**src/rtl/elevator_pkg.sv**
```systemverilog
// Shared types and constants for the SCAN elevator controller:
// FSM state encoding, the half-step coil table and a width helper.
package elevator_pkg;

    typedef enum logic [1:0] {
        IDLE = 2'd0,
        MOVE = 2'd1,
        DOOR = 2'd2
    } elev_state_t;

    // Half-step coil patterns {A,B,C,D}, indexed by phase 0..7 (entry 0 is the rightmost).
    localparam logic [7:0][3:0] HALF_STEP_TABLE = {
        4'b1001, 4'b0001, 4'b0011, 4'b0010,
        4'b0110, 4'b0100, 4'b1100, 4'b1000
    };

    // Bits needed to hold any value 0..max_val, never less than one.
    function automatic int count_width(input int max_val);
        return (max_val < 1) ? 1 : $clog2(max_val + 1);
    endfunction

endpackage

```
**src/rtl/elevator_scan_ctrl_stepper_phase_gen.sv**
```systemverilog
// Half-step generator for a 4-wire unipolar stepper.
// While run is high the divider issues one step_tick every STEP_DIV cycles;
// each tick moves the phase one position up or down. motorpin is a registered
// copy of the table entry for the current phase, so it trails the phase by one cycle.
// coil_off forces the coils dark without disturbing the stored phase.
module stepper_phase_gen
    import elevator_pkg::*;
#(
    parameter int STEP_DIV = 75000
) (
    input  logic       clk,
    input  logic       reset_p,
    input  logic       run,
    input  logic       dir_up,
    input  logic       coil_off,
    output logic       step_tick,
    output logic [3:0] motorpin
);

    localparam int DW = count_width(STEP_DIV - 1);
    localparam logic [DW-1:0] DIV_LAST = DW'(STEP_DIV - 1);

    logic [DW-1:0] div_cnt;
    logic [2:0]    phase;

    assign step_tick = run && (div_cnt == DIV_LAST);

    // Step divider: counts 0..STEP_DIV-1 while running, parked at 0 otherwise.
    always_ff @(posedge clk or posedge reset_p) begin
        if (reset_p) begin
            div_cnt <= '0;
        end else if (!run || step_tick) begin
            div_cnt <= '0;
        end else begin
            div_cnt <= div_cnt + DW'(1);
        end
    end

    // Phase register: one half-step per tick, wrapping mod 8 in either direction.
    always_ff @(posedge clk or posedge reset_p) begin
        if (reset_p) begin
            phase <= 3'd0;
        end else if (step_tick) begin
            phase <= dir_up ? phase + 3'd1 : phase - 3'd1;
        end
    end

    // Coil drive register: table lookup of the phase, or all-off when gated.
    always_ff @(posedge clk or posedge reset_p) begin
        if (reset_p) begin
            motorpin <= 4'b0000;
        end else begin
            motorpin <= coil_off ? 4'b0000 : HALF_STEP_TABLE[phase];
        end
    end

endmodule

```
**src/rtl/elevator_scan_ctrl.sv**
```systemverilog
// N-floor elevator controller with SCAN scheduling driving a half-step stepper.
// Calls are latched into a pending mask; the car keeps its direction while calls
// remain ahead, otherwise reverses. Position is tracked as floor + steps into the
// current floor span. The door dwells DOOR_DWELL cycles at each served floor.
// Optional build macro: ELEV_IDLE_COIL_OFF_EN -- when defined, the coils are
// de-energised whenever the car is in IDLE or DOOR; otherwise they hold the last pattern.
module elevator_scan_ctrl
    import elevator_pkg::*;
#(
    parameter int NUM_FLOORS      = 4,
    parameter int STEPS_PER_FLOOR = 11719,
    parameter int STEP_DIV        = 75000,
    parameter int DOOR_DWELL      = 100000000
) (
    input  logic                                    clk,
    input  logic                                    reset_p,
    input  logic [NUM_FLOORS-1:0]                   call_req,
    output logic [3:0]                              motorpin,
    output logic [count_width(NUM_FLOORS-1)-1:0]    cur_floor,
    output logic [NUM_FLOORS-1:0]                   pending,
    output logic                                    moving,
    output logic                                    dir_up,
    output logic                                    door_open,
    output elev_state_t                             fsm_state
);

    localparam int FW  = count_width(NUM_FLOORS - 1);
    localparam int CW  = count_width(STEPS_PER_FLOOR);
    localparam int DWW = count_width(DOOR_DWELL);

    localparam logic [CW-1:0]  CNT_LAST   = CW'(STEPS_PER_FLOOR - 1);
    localparam logic [DWW-1:0] DWELL_LAST = DWW'(DOOR_DWELL - 1);
    localparam logic [FW-1:0]  TOP_FLOOR  = FW'(NUM_FLOORS - 1);

    elev_state_t           state, next_state;
    logic                  dir_q, dir_next;
    logic [CW-1:0]         floor_cnt;
    logic [DWW-1:0]        dwell_cnt;
    logic [NUM_FLOORS-1:0] pending_next;
    logic [NUM_FLOORS-1:0] above_mask, below_mask;
    logic                  calls_above, calls_below;
    logic [FW-1:0]         next_floor;
    logic [FW-1:0]         door_floor;
    logic                  door_entry;
    logic                  boundary;
    logic                  arrive_stop;
    logic                  step_tick;
    logic                  coil_off;

    stepper_phase_gen #(
        .STEP_DIV (STEP_DIV)
    ) u_phase_gen (
        .clk       (clk),
        .reset_p   (reset_p),
        .run       (state == MOVE),
        .dir_up    (dir_q),
        .coil_off  (coil_off),
        .step_tick (step_tick),
        .motorpin  (motorpin)
    );

`ifdef ELEV_IDLE_COIL_OFF_EN
    // Gate on the upcoming state so the coils go dark on the same edge the car stops.
    assign coil_off = (next_state != MOVE);
`else
    assign coil_off = 1'b0;
`endif

    // Which floors lie above / below the car, for the SCAN direction decision.
    always_comb begin
        above_mask = '0;
        below_mask = '0;
        for (int f = 0; f < NUM_FLOORS; f++) begin
            above_mask[f] = (f > int'(cur_floor));
            below_mask[f] = (f < int'(cur_floor));
        end
    end

    assign calls_above = |(pending & above_mask);
    assign calls_below = |(pending & below_mask);
    assign next_floor  = dir_q ? cur_floor + FW'(1) : cur_floor - FW'(1);
    assign boundary    = step_tick && (floor_cnt == CNT_LAST);
    // End floors always stop the car, even if the call mask were somehow empty there.
    assign arrive_stop = boundary &&
                         (pending[next_floor] || next_floor == '0 || next_floor == TOP_FLOOR);

    // Next-state and direction logic for the SCAN FSM.
    always_comb begin
        next_state = state;
        dir_next   = dir_q;
        door_entry = 1'b0;
        door_floor = cur_floor;
        case (state)
            IDLE: begin
                if (pending[cur_floor]) begin
                    next_state = DOOR;
                    door_entry = 1'b1;
                end else if (dir_q ? calls_above : calls_below) begin
                    next_state = MOVE;
                end else if (dir_q ? calls_below : calls_above) begin
                    next_state = MOVE;
                    dir_next   = !dir_q;
                end
            end
            MOVE: begin
                if (arrive_stop) begin
                    next_state = DOOR;
                    door_entry = 1'b1;
                    door_floor = next_floor;
                end
            end
            DOOR: begin
                if (dwell_cnt == DWELL_LAST && !call_req[cur_floor]) begin
                    next_state = IDLE;
                end
            end
            default: next_state = IDLE;
        endcase
    end

    // Pending mask update: latch new calls, drop the floor being served,
    // and swallow calls for the floor whose door is (or is about to be) open.
    always_comb begin
        pending_next = pending | call_req;
        if (state == DOOR) begin
            pending_next[cur_floor] = 1'b0;
        end
        if (door_entry) begin
            pending_next[door_floor] = 1'b0;
        end
    end

    // FSM, direction and pending registers.
    always_ff @(posedge clk or posedge reset_p) begin
        if (reset_p) begin
            state   <= IDLE;
            dir_q   <= 1'b1;
            pending <= '0;
        end else begin
            state   <= next_state;
            dir_q   <= dir_next;
            pending <= pending_next;
        end
    end

    // Position tracking: steps into the current span, and the last floor reached.
    always_ff @(posedge clk or posedge reset_p) begin
        if (reset_p) begin
            floor_cnt <= '0;
            cur_floor <= '0;
        end else if (boundary) begin
            floor_cnt <= '0;
            cur_floor <= next_floor;
        end else if (step_tick) begin
            floor_cnt <= floor_cnt + CW'(1);
        end
    end

    // Door dwell timer: runs in DOOR, restarted by a call for the open floor.
    always_ff @(posedge clk or posedge reset_p) begin
        if (reset_p) begin
            dwell_cnt <= '0;
        end else if (state != DOOR || call_req[cur_floor]) begin
            dwell_cnt <= '0;
        end else begin
            dwell_cnt <= dwell_cnt + DWW'(1);
        end
    end

    assign moving    = (state == MOVE);
    assign door_open = (state == DOOR);
    assign dir_up    = dir_q;
    assign fsm_state = state;

endmodule

```
**config.mk**
```make
export PLATFORM = sky130hd
export DESIGN_NAME = elevator_scan_ctrl
export DESIGN_NICKNAME = d
export VERILOG_FILES = /design/src/rtl/elevator_pkg.sv /design/src/rtl/elevator_scan_ctrl_stepper_phase_gen.sv /design/src/rtl/elevator_scan_ctrl.sv
export SDC_FILE = /design/constraint.sdc
export NUM_CORES = 1
export LEC_CHECK = 0
export ABC_AREA = 1
export CORE_AREA = 8 8 141 143
export CTS_CLUSTER_SIZE = 40
export DETAILED_ROUTE_END_ITERATION = 7
export DIE_AREA = 0 0 149 151
export HOLD_SLACK_MARGIN = 0.06
export MAX_ROUTING_LAYER = met4
export PLACE_DENSITY = 0.43
export REMOVE_ABC_BUFFERS = 1
export SYNTH_ARGS = -nofsm -noshare
export SYNTH_HDL_FRONTEND = slang
export SYNTH_HIERARCHICAL = 1
export SYNTH_SLANG_ARGS = --single-unit
```
**constraint.sdc**
```tcl
create_clock -name clk -period 2.3 [get_ports clk]
set_clock_uncertainty 0.05 [all_clocks]
set_input_delay 0.69 -clock clk [delete_from_list [all_inputs] [get_ports clk]]
set_output_delay 0.69 -clock clk [all_outputs]
set_load 0.03 [all_outputs]
```
==> results of run 1 <==
[layout by cell type (no fill, tap or decap), drive strengths merged]
cell type / instances
nand2: 145
nor2: 116
inv: 83
dfrtp: 73
nand3: 40
buf: 23
o21ai: 22
xor2: 21
nand4: 16
nor3: 15
a21oi: 13
clkdlybuf4s50: 13
ha: 10
clkbuf: 9
xnor2: 7
o22ai: 6
dlygate4sd2: 5
nor4: 4
clkinv: 3
nor3b: 2
bufinv: 2
o21bai: 2
conb: 2
o31ai: 1
and3: 1
dfstp: 1
dlymetal6s2s: 1
or2: 1
fa: 1
[cells by family after synthesis]
| group | share of synthesized area |
|---|---|
| DFF | 0.427 |
| and+or+nand+nor | 0.350 |
| AOI/OAI and AO/OA | 0.0542 |
| adders and majority gates | 0.0334 |
| xor gates and xnor gates | 0.0565 |
| other | 0.000864 |
| buffers and inverters | 0.0781 |
[timing repair]
item,in CTS,in global routing
hold buffers,0,0
buffers inserted,0,4
pin swaps,0,2
resized for setup,5,10
cloned,0,0
setup endpoints to repair,5,11
[registers in the layout, summed over array words and instances (netlist names)]
name                  count
cur_floor                 2
dir_up                    1
dwell_cnt                27
floor_cnt                14
fsm_state                 2
pending                   4
u_phase_gen/div_cnt      17
u_phase_gen/motorpin      4
u_phase_gen/phase         3
[power groups by stage]
| stage | registers (uW) | clock network [uW] | logic [uW] |
|---|---|---|---|
| after floorplan | 1520 | 0 | 387 |
| after global placement | 1440 | 0 | 794 |
| after detailed placement | 1440 | 0 | 790 |
| after CTS | 1410 | 1600 | 782 |
| after global routing | 1420 | 1660 | 859 |
| final | 1410 | 1540 | 776 |
[cell type report]
| cell class | count | share of cell area |
|---|---|---|
| well taps | 229 | 0.0536 |
| clock inverters | 7 | 0.0187 |
| inverters | 81 | 0.0569 |
| repair buffers | 42 | 0.0726 |
| multi-input cells | 425 | 0.409 |
| flip-flops and latches | 74 | 0.347 |
| clock buffers | 9 | 0.0421 |
[metrics by stage]
| stage | util | area [sq um] | power, uW |
|---|---|---|---|
| detailed placement | 0.281 | 4950 | 2230 |
| global route | 0.303 | 5340 | 3930 |
| floorplan | - | 4310 | 1910 |
| global placement | 0.281 | 4950 | 2230 |
| finish | 0.303 | 5340 | 3730 |
| CTS | 0.299 | 5270 | 3800 |
[routing by layer]
metal | vias to the layer above | global-route usage
met5 | - | -
met3 | 15 | 0.0182
met2 | 54 | 0.159
met1 | 1764 | 0.135
li1 | 1932 | -
met4 | 0 | 0.0409
[worst max path at each step]
stage	start	to	slack (ns)	cells after the start
floorplan	fsm_state[0]$_DFFE_PP0P_	pending[2]$_DFF_PP0_	-0.19	13
global placement	u_phase_gen/div_cnt[1]$_DFF_PP0_	floor_cnt[13]$_DFFE_PP0P_	0.15	11
detailed placement	u_phase_gen/div_cnt[1]$_DFF_PP0_	floor_cnt[13]$_DFFE_PP0P_	0.07	11
CTS	cur_floor[0]$_DFFE_PP0N_	cur_floor[0]	0.0005	1
global route	u_phase_gen/div_cnt[5]$_DFF_PP0_	pending[2]$_DFF_PP0_	0.003	15
finish	fsm_state[1]$_DFFE_PP0P_	fsm_state[1]	0.07	1
==> run summary, run 1 <==
The run finished with clean final reports. Sequential cell area: 1850 sq um. Data on the critical path arrives at its endpoint at 1.49 ns.

The starting utilization of the core area was 0.246. The logs give 0.104 for the global-route total usage across every layer and 2190 sq um for the area occupied by multi-input gates. The layout-stage area growth over the synthesis result is 23.1%. Row generation in the floorplan step produced 49 rows. The run gives 1.56 ns as the required time of the worst setup path. The count of different cell masters after synthesis is 35.

Routability-driven placement finished with a final weighted congestion of 0.863. The number of stages on the worst hold path works out to 1. The most frequently used flop master after synthesis was sky130_fd_sc_hd__dfrtp_1. The shortest period the worst path allows is 2.23 ns. The total negative slack for setup checks is 0 ns, and the placeable core area is 17,700 sq um. The startpoint type of the worst setup path is a flip-flop.

For the clock share of power, the log shows 0.413. Setup repair after global routing left no endpoint under its margin. The largest fanout on the critical path is 4, and the worst-case setup slack after placement is 0.0733 ns.

In the post-route analysis, the smallest setup slack over all paths is 0.0736 ns. Detail-routed net length per standard cell: 12.2 um. Max-cap violations in this run came to 0. The most common cell in the synthesized netlist is sky130_fd_sc_hd__nand2_1.

STA classifies the critical path endpoint as an output port. The launch point of the worst reg-to-reg path was u_phase_gen/div_cnt[1]$_DFF_PP0_. The run gives 583 as the count of mapped cells out of synthesis.

In this run, placement finished with an instance count of 847. The total congestion overflow after global routing came out at 0. The highest-delay cell along the critical path was sky130_fd_sc_hd__clkdlybuf4s50_1. The HPWL after detailed placement was 7960 um. Register clock-pin slew on the reported worst setup and hold paths: 0.06 ns. The worst-case IR drop observed on VDD is 0.570 mV. Post-synthesis instance area: 4340 sq um. sky130_fd_sc_hd__dfrtp_1 takes more of the synthesized area than any other cell.

The detailed-routing iteration count for the pre-antenna-repair pass is 5, and the fraction of final layout cells with drive strength greater than 1 is 0.130. The stage delay of the slowest cell on the critical path was 0.72 ns. The critical path goes through clkdlybuf4s50_1. The capturing point of the worst reg2reg path is floor_cnt[13]$_DFFE_PP0P_.

Entering global routing, the biggest net connects 34 pins. The kind of cell with the highest combined delay along the critical path is buffers and inverters. TritonCTS built the clock tree. By count the netlist is led by sky130_fd_sc_hd__nand2_1, sky130_fd_sc_hd__nor2_1, sky130_fd_sc_hd__dfrtp_1.

The tools report the number of antenna violations at the first check in global routing as 0. Kind of path behind the tightest hold check: reg2reg. The tightest hold path in the finished design has a slack of 0.435 ns. The run gives 3 as the deepest level of the CTS H-tree. The power density over the cells was 698 nW/um^2; the buffering stage count on the worst path with inverters included was 1.

Counting flops with a built-in enable in the synthesized netlist gives 0. The number of hold violations in the final report came out at 0. For the number of global-route vias before repair, the log shows 3,770.

The first global-routing pass estimated 18,500 um of wire. The worst setup path is of the reg2out kind. Switching share of total power: 0.309. The worst hold path terminates at dwell_cnt[7]$_DFF_PP0_. In this run the deepest clock path goes through 2 buffers. For the number of non-filler instances in the completed layout, the log shows 867.

The clock drives 74 sinks. The final worst-path cycle share works out to 0.968. The height of the die was 151 um. The logs give 2580 uW for the design internal power and 0.427 for the post-synthesis sequential area ratio. The count of warnings emitted by yosys came out at 6. After the first detailed-routing iteration, the DRC count stood at 233.

The top routing layer in use is met4. The tools report the total clock buffers created by CTS as 9. The detailed router put a total of 5180 um of wire on met1. Derived from the worst setup path, the maximum achievable clock frequency is 449 MHz.

The tools report the overall routed net length as 10,600 um. The critical hold path startpoint is dwell_cnt[7]$_DFF_PP0_. After the last flow step, the layout net total stands at 650. The run gives 0 as the count of antenna-violating nets left after detailed routing. The latest clock arrival within the worst-skew pair is 0.34 ns. Setup slack on the worst reg-to-reg path comes out at 0.19 ns. By area the synthesized netlist is led by sky130_fd_sc_hd__dfrtp_1, sky130_fd_sc_hd__nand2_1, sky130_fd_sc_hd__nor2_1.

The die is 149 um wide. The synthesized area divided by synthesized cell count works out to 7.45 sq um. For this design the static power due to leakage is 0.00236 uW.

The number of pins exceeding their max-slew limit in the final report is 0. The routed design uses 293 um of met3 wire. In this run the count of I/O pins placed on the die edge is 21. Using the TritonRoute via totals, the vias-per-cell ratio works out to 4.34. The count of input and output buffers was 20; the net load switching power was 1150 uW. The share of the synthesized area in the top cell type came out at 0.421. The number of cells on the worst reg-to-reg path is 12.

For the sequential cell fraction of total power, the log shows 0.379. Detailed routing placed a total of 4910 um of wire on met2. The filler cell count is 1,921. Across all layers, the routed design uses 3,765 vias. The clock root buffer master was sky130_fd_sc_hd__clkbuf_16.

The die covers 22,500 sq um. Share of synthesized registers carrying an async set or reset: 1.00. The repair_antennas step left the layout with diodes totalling 0.

Setup violations remaining at the end of the flow were counted as 0. For this run, design rule violations remaining after detail routing come to 0. The combinational fraction of design power was 0.208. The synthesis-stage register bit count works out to 74.
No activity file was read; power rests on OpenSTA's default activity.
==> run 2, diff against run 1 <==
Settings changed: CTS_BUF_LIST from default to sky130_fd_sc_hd__clkbuf_16.
==> results of run 2 <==
Final layout, timing and power as in run 1 (identical DEF).
==> run 3, diff against run 2 <==
Settings changed: DONT_BUFFER_PORTS from default to 1, PLACE_DENSITY 0.43 to 0.41, SYNTH_HIERARCHICAL 1 to default.
==> run summary, run 3 <==
The critical path is of the reg2reg type. The post-cts hold buffer count is 0, and the count of antenna-violating nets left after detailed routing is 0. The tools report the met2 layer usage reported by global route as 0.176.

Sorting the synthesized cells by area gives the leading types as sky130_fd_sc_hd__dfrtp_1, sky130_fd_sc_hd__nand2_1, sky130_fd_sc_hd__nor2_1. In this run, synthesis inferred 0 flip-flops with an integrated enable. The final instance area was 4930 sq um. Count of inserted antenna diode cells: 0. The worst path needs 2.03 ns of the cycle, external delays included. The first detailed-routing pass ran for 4 iterations. Endpoint type of the worst setup path: a flip-flop. The first-pass GRT wire length is 18,900 um. The global-route met3 utilization was 0.0329. The largest net degree at the start of global routing is 34, and the placer's final routability congestion estimate is 0.847. The tools report the number of nets in the layout as 610. The tools report the sequential cell fraction of total power as 0.447. In the layout the commonest cells are sky130_fd_sc_hd__nand2_1, sky130_fd_sc_hd__nor2_1, sky130_fd_sc_hd__inv_1.

Counting flops per register, the top entry is dwell_cnt. The detail-routed net length per standard cell was 13.3 um; the overall routed net length was 11,000 um. The overall via count from detail_route was 3,668. Global routing finished with a remaining overflow of 0. During I/O placement, the number of pins put on the boundary was 21.

The synthesized area divided by synthesized cell count was 7.50 sq um. STA puts the critical path data required time at 2.48 ns. The detailed router's first-iteration violation count was 190; the number of setup buffers added after CTS was 0.

The row count came out at 49. For the global-route total usage across every layer, the log shows 0.108. The logs give 1,909 for the filler cell count and 2190 uW for the design internal power. The peak clock frequency supported by timing was 493 MHz; the total clock buffers created by CTS was 9. By instance count, the leading cell after synthesis is sky130_fd_sc_hd__nand2_1. The share of synthesized registers carrying an async set or reset is 1.00. The number of global-route vias before repair is 3,751, and the fraction of final layout cells with drive strength greater than 1 is 0.0836. The clock tree synthesis step divided the H-tree into 3 levels. STA puts the critical path data arrival time at 2.21 ns.

For the number of instances resized during post-cts repair, the log shows 0. Number of antenna violations at the first check in global routing: 0. The synthesized design contains 74 register bits.

The register with the most flip-flops in the layout has 27 of them. Layout-stage area growth over the synthesis result: 15.0%. The global-route met1 utilization was 0.125; the max-capacitance violation count was 0. Port buffering added 0 buffers. In this run the worst path has a maximum fanout of 7. The total clock sinks came out at 74. The commonest non-fill, non-tap cell in the layout is sky130_fd_sc_hd__nand2_1.

The final worst-path cycle share works out to 0.881. The placed instances occupy a cell area of 4680 sq um. Latest clock arrival within the worst-skew pair: 0.34 ns. The run finished with clean final reports. The run gives 0.00213 uW as the static leakage. The HPWL after detailed placement was 8310 um. For this run, design rule violations remaining after detail routing come to 0.

The worst max-slew margin expressed relative to the limit was 0.600. Share of the synthesized area in the top cell type: 0.426. The register clock-pin slew on the reported worst setup and hold paths was 0.06 ns. The startpoint type of the worst setup path is a flip-flop.

For the clock share of power, the log shows 0.391. In this run the power density over the cells is 640 nW/um^2. The layer carrying the most global-route usage was met2. Yosys printed 0 warnings. Cell accounting for the most synthesized area: sky130_fd_sc_hd__dfrtp_1.

The count of different cell masters after synthesis is 37. The run gives 0 as the number of endpoints failing setup at the final stage. The post-synthesis instance area was 4290 sq um; the actual slew at the worst max-slew pin was 0.594 ns.

Synthesis produced a netlist whose cell count is 572. The run gives 0.156 ns as the hold slack. Among all flip-flop cells after synthesis, the most frequent one is sky130_fd_sc_hd__dfrtp_1. The die covers 22,500 sq um. Post-synthesis sequential area ratio: 0.432. For the starting utilization of the core area, the log shows 0.243. The number of pins exceeding their max-slew limit in the final report was 0.

TritonCTS built the clock tree. The horizontal die dimension came out at 149 um. For this design the total switching power over the nets is 962 uW.

The maximum buffer depth of the clock tree is 2, and the number of vias per cell is 4.44. The switching share of total power is 0.305, and the combinational fraction of design power is 0.162. The worst hold path belongs to the class in2async. Counting instances in the post-synthesis netlist gives the leading cell types as sky130_fd_sc_hd__nand2_1, sky130_fd_sc_hd__nor2_1, sky130_fd_sc_hd__inv_1. The run gives 0.279 as the post-layout utilization of the core. In this run the vertical extent of the chip is 151 um.

The core region is 17,700 sq um. The largest registers in the layout are dwell_cnt x27, u_phase_gen.div_cnt x17, floor_cnt x14. The root buffer cell chosen for the clock tree is sky130_fd_sc_hd__clkbuf_16. The tools report the number of hold violations in the final report as 0. Setup repair after global routing left no endpoint under its margin. VDD sags by at most 0.359 mV.
-- run 3: cell count changes after synthesis, moves of 12 or more --
cell | before | now
sky130_fd_sc_hd__inv_1 | 67 | 79
sky130_fd_sc_hd__inv_2 | 14 | 2
sky130_fd_sc_hd__nor2_1 | 108 | 92
sky130_fd_sc_hd__o21ai_0 | 13 | 25
-- run 3: kinds of logic after synthesis --
logic type	after synthesis	synth area share
compound gates	64	0.0831
flops	74	0.432
fa+ha+maj	11	0.0338
simple gates	321	0.341
buf+inv	86	0.0775
xor+xnor	16	0.0327
-- run 3: stage by stage --
step | setup WS (ns) | power, uW | std cells | TNS, ns
3_5_place_dp | 0.295 | 1970 | 811 | 0
2_1_floorplan | -0.320 | 1740 | 567 | -23.36
6_report | 0.273 | 3160 | 827 | 0
5_1_grt | 0.0710 | 3350 | 827 | 0
3_3_place_gp | 0.344 | 1960 | 811 | 0
4_1_cts | 0.285 | 3250 | 827 | 0
-- run 3: worst paths after layout --
path	startpoint	endpoint	slack [ns]	cells after the start
min in group clk	u_phase_gen.div_cnt[0]$_DFF_PP0_	u_phase_gen.div_cnt[0]$_DFF_PP0_	0.41	1
worst min-delay path	reset_p	fsm_state[0]$_DFFE_PP0P_	0.16	1
worst max-delay path	floor_cnt[0]$_DFFE_PP0P_	pending[1]$_DFF_PP0_	0.27	11
worst max register to register	floor_cnt[0]$_DFFE_PP0P_	pending[1]$_DFF_PP0_	0.27	11
max in group asynchronous	reset_p	dir_up$_DFFE_PP1P_	1.36	2
worst min register to register	u_phase_gen.div_cnt[0]$_DFF_PP0_	u_phase_gen.div_cnt[0]$_DFF_PP0_	0.41	1
-- run 3: power by group through the flow --
stage          sequential, uW  combinational (uW)  clock [uW]
6_report                 1410                 511        1230
5_1_grt                  1420                 594        1340
4_1_cts                  1410                 535        1300
3_5_place_dp             1440                 534           0
3_3_place_gp             1430                 529           0
2_1_floorplan            1450                 291           0
-- run 3: final cells by class --
cell class                      count  area [sq um]  share of cell area
Clock buffer                        9           225              0.0457
Clock inverter                      7          27.5             0.00558
Inverter                           81           305              0.0619
Multi-Input combinational cell    412          2110               0.428
Sequential cell                    74          1850               0.376
Tap cell                          229           287              0.0581
Timing Repair Buffer               15           125              0.0254
-- run 3: routing by layer --
layer	share of wire	vias up	wire length (um)
met2	0.48	54	5320
met3	0.046	20	504
met1	0.45	1707	4970
met5	0	-	0
li1	-	1887	-
met4	0.021	0	237
-- run 3: worst max-delay path, stage by stage (launching register included) --
cell and delay (ns):
sky130_fd_sc_hd__dfrtp_1 0.46, sky130_fd_sc_hd__inv_1 0.09, sky130_fd_sc_hd__ha_1 0.19, sky130_fd_sc_hd__inv_1 0.06, sky130_fd_sc_hd__nor2_1 0.10, sky130_fd_sc_hd__nand2_1 0.07, sky130_fd_sc_hd__nor2_1 0.26, sky130_fd_sc_hd__nand4_1 0.22
sky130_fd_sc_hd__nand2_1 0.13, sky130_fd_sc_hd__nand3_1 0.07, sky130_fd_sc_hd__nor2_1 0.15, sky130_fd_sc_hd__nor2_1 0.06
